File: config.mk
export PLATFORM = sky130hd
export DESIGN_NAME = polarity_event_encoder
export DESIGN_NICKNAME = d
export VERILOG_FILES = /design/src/rtl/polarity_event_encoder.sv
export SDC_FILE = /design/constraint.sdc
export NUM_CORES = 1
export LEC_CHECK = 0
export CORE_AREA = 2 2 65 67
export CTS_BUF_LIST = sky130_fd_sc_hd__clkbuf_4 sky130_fd_sc_hd__clkbuf_8 sky130_fd_sc_hd__clkbuf_16
export DETAILED_ROUTE_END_ITERATION = 10
export DIE_AREA = 0 0 67 69
export GPL_TIMING_DRIVEN = 0
export MAX_ROUTING_LAYER = met4
export PLACE_DENSITY = 0.7
export SETUP_SLACK_MARGIN = 0.05
export SYNTH_ARGS = -nofsm -noshare
export SYNTH_HDL_FRONTEND = slang
export SYNTH_SLANG_ARGS = --single-unit
export TNS_END_PERCENT = 20
File: constraint.sdc
create_clock -name clk_i -period 3.48 [get_ports clk_i]
set_clock_uncertainty 0.1 [all_clocks]
set_input_delay 0.696 -clock clk_i [delete_from_list [all_inputs] [get_ports clk_i]]
set_output_delay 0.696 -clock clk_i [all_outputs]
set_load 0.1 [all_outputs]
File: src/rtl/polarity_event_encoder.sv
// Polarity event encoder: round-robin arbitration of per-channel ON/OFF requests into an event FIFO.
// Optional macro POL_DROP_CNT_EN enables the saturating discarded-conflict counter on drop_cnt_o.
module polarity_event_encoder #(
  parameter int NUM_CH        = 4,
  parameter int FIFO_DEPTH    = 4,
  parameter int CONFLICT_MODE = 0
) (
  input  logic                      clk_i,
  input  logic                      reset_i,
  input  logic [2*NUM_CH-1:0]       req_i,
  output logic [NUM_CH-1:0]         ack_o,
  output logic                      evt_valid_o,
  input  logic                      evt_ready_i,
  output logic [$clog2(NUM_CH)-1:0] evt_ch_o,
  output logic                      evt_pol_o,
  output logic                      fifo_full_o,
  output logic [15:0]               drop_cnt_o
);

  localparam int CH_W  = $clog2(NUM_CH);
  localparam int PTR_W = $clog2(FIFO_DEPTH);
  localparam int CNT_W = $clog2(FIFO_DEPTH + 1);

  logic [NUM_CH-1:0] elig_p0;
  logic [NUM_CH-1:0] ack_p1;
  logic [NUM_CH-1:0] last_pol;
  logic [CH_W-1:0]   rr_ptr;
  logic              grant_ok_p0;
  logic              gnt_vld_p0;
  logic [CH_W-1:0]   gnt_idx_p0;
  logic [1:0]        gnt_req_p0;
  logic              gnt_on_off_p0;
  logic              gnt_conflict_p0;
  logic              push_en_p0;
  logic              push_pol_p0;
  logic              pop_en;

  logic [CH_W:0]     mem [FIFO_DEPTH];
  logic [PTR_W-1:0]  wptr;
  logic [PTR_W-1:0]  rptr;
  logic [CNT_W-1:0]  count;
  logic [CH_W:0]     head;

  // Stage p0: decode, eligibility and round-robin grant
  // A channel acked this cycle still shows its old request; masking it keeps one grant per request.
  always_comb begin
    elig_p0 = '0;
    for (int c = 0; c < NUM_CH; c++) begin
      elig_p0[c] = (req_i[2*c+1] | req_i[2*c]) & ~ack_p1[c];
    end
  end

  assign pop_en      = evt_valid_o & evt_ready_i;
  assign grant_ok_p0 = ~fifo_full_o | pop_en;

  // Walk offsets high-to-low so the lowest offset from rr_ptr wins.
  always_comb begin
    gnt_vld_p0 = 1'b0;
    gnt_idx_p0 = '0;
    if (grant_ok_p0) begin
      for (int i = NUM_CH - 1; i >= 0; i--) begin
        if (elig_p0[(int'(rr_ptr) + i) % NUM_CH]) begin
          gnt_vld_p0 = 1'b1;
          gnt_idx_p0 = CH_W'((int'(rr_ptr) + i) % NUM_CH);
        end
      end
    end
  end

  assign gnt_req_p0      = req_i[2*gnt_idx_p0 +: 2];
  assign gnt_on_off_p0   = gnt_req_p0[1] ^ gnt_req_p0[0];
  assign gnt_conflict_p0 = &gnt_req_p0;
  assign push_en_p0      = gnt_vld_p0 &&
                           (gnt_on_off_p0 || (CONFLICT_MODE != 0 && gnt_conflict_p0));
  assign push_pol_p0     = gnt_on_off_p0 ? gnt_req_p0[1] : last_pol[gnt_idx_p0];

  // Stage p1: arbiter state, acknowledge and FIFO control
  always_ff @(posedge clk_i or negedge reset_i) begin
    if (!reset_i) begin
      rr_ptr   <= '0;
      ack_p1   <= '0;
      last_pol <= '0;
      wptr     <= '0;
      rptr     <= '0;
      count    <= '0;
    end else begin
      ack_p1 <= '0;
      if (gnt_vld_p0) begin
        ack_p1[gnt_idx_p0] <= 1'b1;
        rr_ptr <= (gnt_idx_p0 == CH_W'(NUM_CH - 1)) ? '0 : gnt_idx_p0 + 1'b1;
        if (gnt_on_off_p0) begin
          last_pol[gnt_idx_p0] <= gnt_req_p0[1];
        end
      end
      if (push_en_p0) begin
        wptr <= wptr + 1'b1;
      end
      if (pop_en) begin
        rptr <= rptr + 1'b1;
      end
      case ({push_en_p0, pop_en})
        2'b10:   count <= count + 1'b1;
        2'b01:   count <= count - 1'b1;
        default: count <= count;
      endcase
    end
  end

  always_ff @(posedge clk_i) begin
    if (push_en_p0) begin
      mem[wptr] <= {gnt_idx_p0, push_pol_p0};
    end
  end

  assign head        = mem[rptr];
  assign ack_o       = ack_p1;
  assign evt_valid_o = (count != '0);
  assign fifo_full_o = (count == CNT_W'(FIFO_DEPTH));
  assign evt_ch_o    = evt_valid_o ? head[CH_W:1] : '0;
  assign evt_pol_o   = evt_valid_o ? head[0] : 1'b0;

`ifdef POL_DROP_CNT_EN
  function automatic logic [15:0] sat_inc16(input logic [15:0] v);
    return (v == 16'hFFFF) ? v : v + 16'd1;
  endfunction

  logic        discard_p0;
  logic [15:0] drop_cnt_p1;

  assign discard_p0 = gnt_vld_p0 && gnt_conflict_p0 && (CONFLICT_MODE == 0);

  // Stage p1: discarded-conflict counter
  always_ff @(posedge clk_i or negedge reset_i) begin
    if (!reset_i) begin
      drop_cnt_p1 <= '0;
    end else if (discard_p0) begin
      drop_cnt_p1 <= sat_inc16(drop_cnt_p1);
    end
  end

  assign drop_cnt_o = drop_cnt_p1;
`else
  assign drop_cnt_o = 16'h0000;
`endif

endmodule

==> results_dict.tcl, run 1 <==
set metrics [dict create \
    syn_area_sq_um 1730 \
    die_height_microns 69 \
    start_kind "primary input" \
    wire_per_inst_microns 14.4 \
    track_usage 0.173 \
    via_per_inst 4.85 \
    ff2ff_path_depth 13 \
    overflow 0 \
    grt_max_degree 18 \
    required_ns 3.58 \
    slew_headroom 0.351 \
    firstDrtPassIters 4 \
    path_class "in2reg" \
    endpoint "count[2]$_DFFE_PN0P_" \
    arrival_ns 3.41 \
    io-pin-count 36 \
    yosys_warnings 0 \
    dp_hpwl_mm 2.74 \
    cts_htree_levels 2 \
    routed_wl_mm 3.47 \
    rsz0062_at_grt "false" \
    synthCells 148 \
    vias 1169 \
    clk_path_buf_depth 2 \
    layout.cells.non_filler 241 \
    ant_nets 0 \
    avgSynthCellArea_sq_um 11.7 \
    worstPathMaxFanout 10 \
    final_cell_mix "17 x buf_4, 17 x dfrtp_1, 16 x conb_1" \
    tightest_slew_ns 0.970 \
    cts_root_buf "clkbuf_8" \
    initial_core_util 0.442 \
    clk_pin_slew_ns 0.06 \
    drtIter0Drc 72 \
    ys_ff_latch 29 \
    cts_tree "yes" \
    syn_to_final_growth_pct 27.4 \
    max_freq_ghz 0.302 \
    end_kind "flip-flop" \
    gp_congestion 0.926 \
    r2r-start "ack_o[2]$_DFF_PN0_" \
    status "completed" \
    ys_seq_area_frac 0.454 \
    cts_sinks 29 \
    finalHoldViolCount 0 \
    synth_edf_count 12 \
    antenna-diode-count 0 \
    fin_crit_sh 0.951 \
    die_w_microns 67 \
    synth_ff_type "dfrtp_1" \
    whs_ns 0.397 \
    clk_latency_ns 0.28 \
    grt_first_pass_wirelength_mm 5.80 \
    antenna_found_initial 0 \
    crit_start "req_i[4]" \
    maxSlewViolCount 0 \
    cts_made_buffers 5 \
    place_area_sq_um 2080 \
    io_buffers 19 \
    core_area_sq_um 3910 \
    dieArea_sq_um 4620 \
    setup_viol 0 \
    rows 23 \
    fin_util 0.563 \
    route.detailed.drc 0 \
    drive_above_1_share 0.283 \
    hold_path.class "reg2reg" \
    fin_area_sq_um 2200 \
    grt_pass1_vias 1238 \
    holdBufCountCts 0 \
    drv_cap 0 \
    r2r_slack_ns 0.65 \
    ys_async_sr_fraction 0.586 \
    period_needed_ns 3.31 \
    r2r-end "count[2]$_DFFE_PN0P_" \
    ys_types 37 \
    dp.cells 232 \
    nets 211 \
]
[cells by family after synthesis]
logic type      after synthesis  share of synthesized area
mux                           9                     0.0977
flops                        29                      0.454
buf+inv                      31                      0.104
simple gates                 33                      0.108
compound gates               25                      0.105
other cells                   1                    0.00217
xor+xnor                      9                     0.0456
fa+ha+maj                    11                     0.0832
[state kept, by name, indices dropped and copies added, names as in the netlist]
register / flops
wptr: 2
rptr: 2
mem: 12
ack_o: 4
last_pol: 4
rr_ptr: 2
count: 3
[metal layers]
metal	vias to the layer above	part of all wire	routed length (microns)	track usage
met2	25	0.55	1910	0.303
li1	562	-	-	-
met1	578	0.40	1370	0.180
met4	0	0.012	40	0.0522
met3	4	0.042	145	0.0587
met5	-	0	0	-
[repair_timing]
action                     4_1_cts  5_1_grt
pin swaps                        2        1
buffers inserted                 0        1
setup endpoints to repair        2        5
resized for setup                3        9
[synthesized netlist by cell type, drive strengths merged, types with 2 or more instances]
master | count | share of area
nor2 | 7 | 0.015
o21bai | 5 | 0.022
edfxtp | 12 | 0.21
mux4 | 6 | 0.078
a21oi | 2 | 0.0058
and2 | 8 | 0.029
o21ai | 9 | 0.026
xor2 | 5 | 0.025
mux2 | 3 | 0.020
inv | 13 | 0.028
dfrtp | 17 | 0.25
nand2b | 2 | 0.0072
o21ba | 2 | 0.012
or2b | 2 | 0.0094
ha | 9 | 0.065
buf | 17 | 0.074
nor3 | 4 | 0.012
xnor2 | 4 | 0.020
nand2 | 6 | 0.013
[worst min-delay path by stage]
| stage | slack [ns] | endpoint | start | cells after the start |
|---|---|---|---|---|
| after CTS | 0.40 | count[2]$_DFFE_PN0P_ | count[2]$_DFFE_PN0P_ | 1 |
| after global placement | 0.37 | count[2]$_DFFE_PN0P_ | count[2]$_DFFE_PN0P_ | 1 |
| after detailed placement | 0.39 | count[2]$_DFFE_PN0P_ | count[2]$_DFFE_PN0P_ | 1 |
| after global routing | 0.41 | count[2]$_DFFE_PN0P_ | count[2]$_DFFE_PN0P_ | 1 |
| after floorplan | 0.30 | ack_o[0]$_DFF_PN0_ | reset_i | 0 |
| final | 0.40 | count[2]$_DFFE_PN0P_ | count[2]$_DFFE_PN0P_ | 1 |
[final cells by class]
cell class | count | area [sq um]
fillers | 351 | 1710
multi-input cells | 103 | 877
flip-flops and latches | 29 | 786
repair buffers | 20 | 208
plain buffers | 18 | 135
clock buffers | 6 | 76.3
well taps | 50 | 62.6
inverters | 13 | 48.8
clock inverters | 2 | 10.0
[per-stage QoR]
stage	setup TNS [ns]	setup slack, ns
after floorplan	0	0.0530
after global placement	-0.393	-0.202
after detailed placement	-0.656	-0.357
after CTS	0	0.0577
after global routing	0	0.0347
final	0	0.172
[worst max-delay path: stages]
cell,delay [ns]
clkdlybuf4s50_1,0.54
o21bai_2,0.13
mux2_2,0.29
o221a_4,0.30
inv_2,0.13
a311oi_1,0.06
o21a_2,0.24
inv_2,0.07
ha_4,0.13
inv_1,0.05
fa_2,0.33
xor2_1,0.14
nor2_1,0.12
xor2_1,0.17
Power of run 1 is not shown: default switching activity piles up to over one toggle a cycle in this logic, so the estimate is an artifact.
==> run 2: changes to the inputs <==
- HOLD_SLACK_MARGIN: not set -> 0.1
==> results of run 2 <==
Final layout, timing and power as in run 1 (identical DEF).
Power of run 2 is left out for the same reason.
==> run 3: changes to the inputs <==
- MAX_ROUTING_LAYER: met4 -> not set
==> run 3 against run 2 <==
Cell count stayed put; first-iteration DRC count up 15%; critical endpoint is now evt_ch_o[0]; largest cell class unchanged; register-to-register slack barely moved; core utilization is 0.19 points lower.
==> results_dict.tcl, run 3 (synthesis gave the netlist of run 1 again) <==
set metrics [dict create \
    cts_tree "yes" \
    nets 211 \
    status "completed" \
    cts_sinks 29 \
    overflow 0 \
    clk_pin_slew_ns 0.06 \
    end_kind "output port" \
    setup_slack_ns 0.101 \
    cts_root_buf "clkbuf_8" \
    slew_headroom 0.350 \
    clk_path_buf_depth 2 \
    final_cell_mix "18 x clkdlybuf4s50_1, 17 x buf_4, 17 x dfrtp_1" \
    fin_crit_sh 0.971 \
    wire_per_inst_microns 14.4 \
    die_height_microns 69 \
    max_freq_ghz 0.296 \
    finalHoldViolCount 0 \
    initial_core_util 0.442 \
    routed_wl_mm 3.48 \
    cts_made_buffers 5 \
    antenna-diode-count 0 \
    route.detailed.drc 0 \
    gp_congestion 0.910 \
    drive_above_1_share 0.283 \
    rsz0062_at_grt "true" \
    pre_cts_slack_ns -0.357 \
    top_register "mem" \
    worstPathMaxFanout 5 \
    place_area_sq_um 2080 \
    die_w_microns 67 \
    vias 1167 \
    fin_area_sq_um 2200 \
    setup_viol 0 \
    start_kind "flip-flop" \
    fin_util 0.561 \
    via_per_inst 4.84 \
    largest_reg_flops 12 \
    grt_pass1_vias 1243 \
    path_class "reg2out" \
    syn_to_final_growth_pct 27.0 \
    track_usage 0.168 \
    final_common_cell "clkdlybuf4s50_1" \
    hold_path.class "reg2reg" \
    period_needed_ns 3.38 \
    drv_cap 0 \
    fin_tns_setup_ns 0 \
    tightest_slew_ns 0.971 \
    ant_nets 0 \
    maxSlewViolCount 0 \
    grt_first_pass_wirelength_mm 5.79 \
    core_area_sq_um 3910 \
    dp_hpwl_mm 2.74 \
    io-pin-count 36 \
    firstDrtPassIters 5 \
    clk_latency_ns 0.28 \
    required_ns 2.68 \
    arrival_ns 2.58 \
    dieArea_sq_um 4620 \
    cts_htree_levels 2 \
    antenna_found_initial 0 \
    holdBufCountCts 0 \
    grt_max_degree 18 \
    io_buffers 19 \
    drtIter0Drc 83 \
    rows 23 \
]
run 3: cell types whose count changed in the layout (fill, tap and decap cells not counted), sizes merged:
cell and change:
clkdlybuf4s50 +3, dlymetal6s2s -3
run 3: metrics by stage:
stage,cells,hold slack [ns]
2_1_floorplan,163,0.300
3_3_place_gp,232,0.371
3_5_place_dp,232,0.387
4_1_cts,240,0.399
5_1_grt,241,0.413
6_report,241,0.397
run 3: path summary, 6_finish.rpt:
kind	from	endpoint	slack [ns]	cells past startpoint
max in group asynchronous	reset_i	wptr[1]$_DFFE_PN0P_	1.96	1
worst min register to register	count[2]$_DFFE_PN0P_	count[2]$_DFFE_PN0P_	0.40	1
worst min-delay path	count[2]$_DFFE_PN0P_	count[2]$_DFFE_PN0P_	0.40	1
worst max-delay path	rptr[0]$_DFFE_PN0P_	evt_ch_o[0]	0.10	4
min in group asynchronous	reset_i	count[2]$_DFFE_PN0P_	0.79	1
worst max register to register	rr_ptr[1]$_DFFE_PN0P_	count[1]$_DFFE_PN0P_	0.64	12
run 3: worst max-delay path: stages, from the launching register on:
cell and delay [ns]:
dfrtp_1 0.34, clkbuf_1 0.29, mux4_2 0.55, and2_1 0.17, clkdlybuf4s50_1 0.96
run 3: area by class of cell:
cell class | count | area, sq um
clock buffer | 6 | 76.3
multi-input combinational | 103 | 877
fill | 353 | 1720
clock inverter | 2 | 10.0
timing repair buffer | 20 | 200
inverter | 13 | 48.8
buffer | 18 | 135
tap | 50 | 62.6
sequential | 29 | 786
run 3: repair_timing:
action / in CTS / in global routing
cloned: 0 / 0
endpoints found under the setup margin: 2 / 5
pin swaps: 2 / 1
gates resized for setup: 3 / 5
setup buffers: 0 / 1
run 3: metal layers:
layer  GRT usage  vias to the layer above  share of wire
met2       0.303                       25           0.55
met5           0                        -              0
met1       0.180                      577           0.39
met4      0.0726                        0          0.012
met3      0.0392                        4          0.048
li1            -                      561              -
Power of run 3 is left out for the same reason.
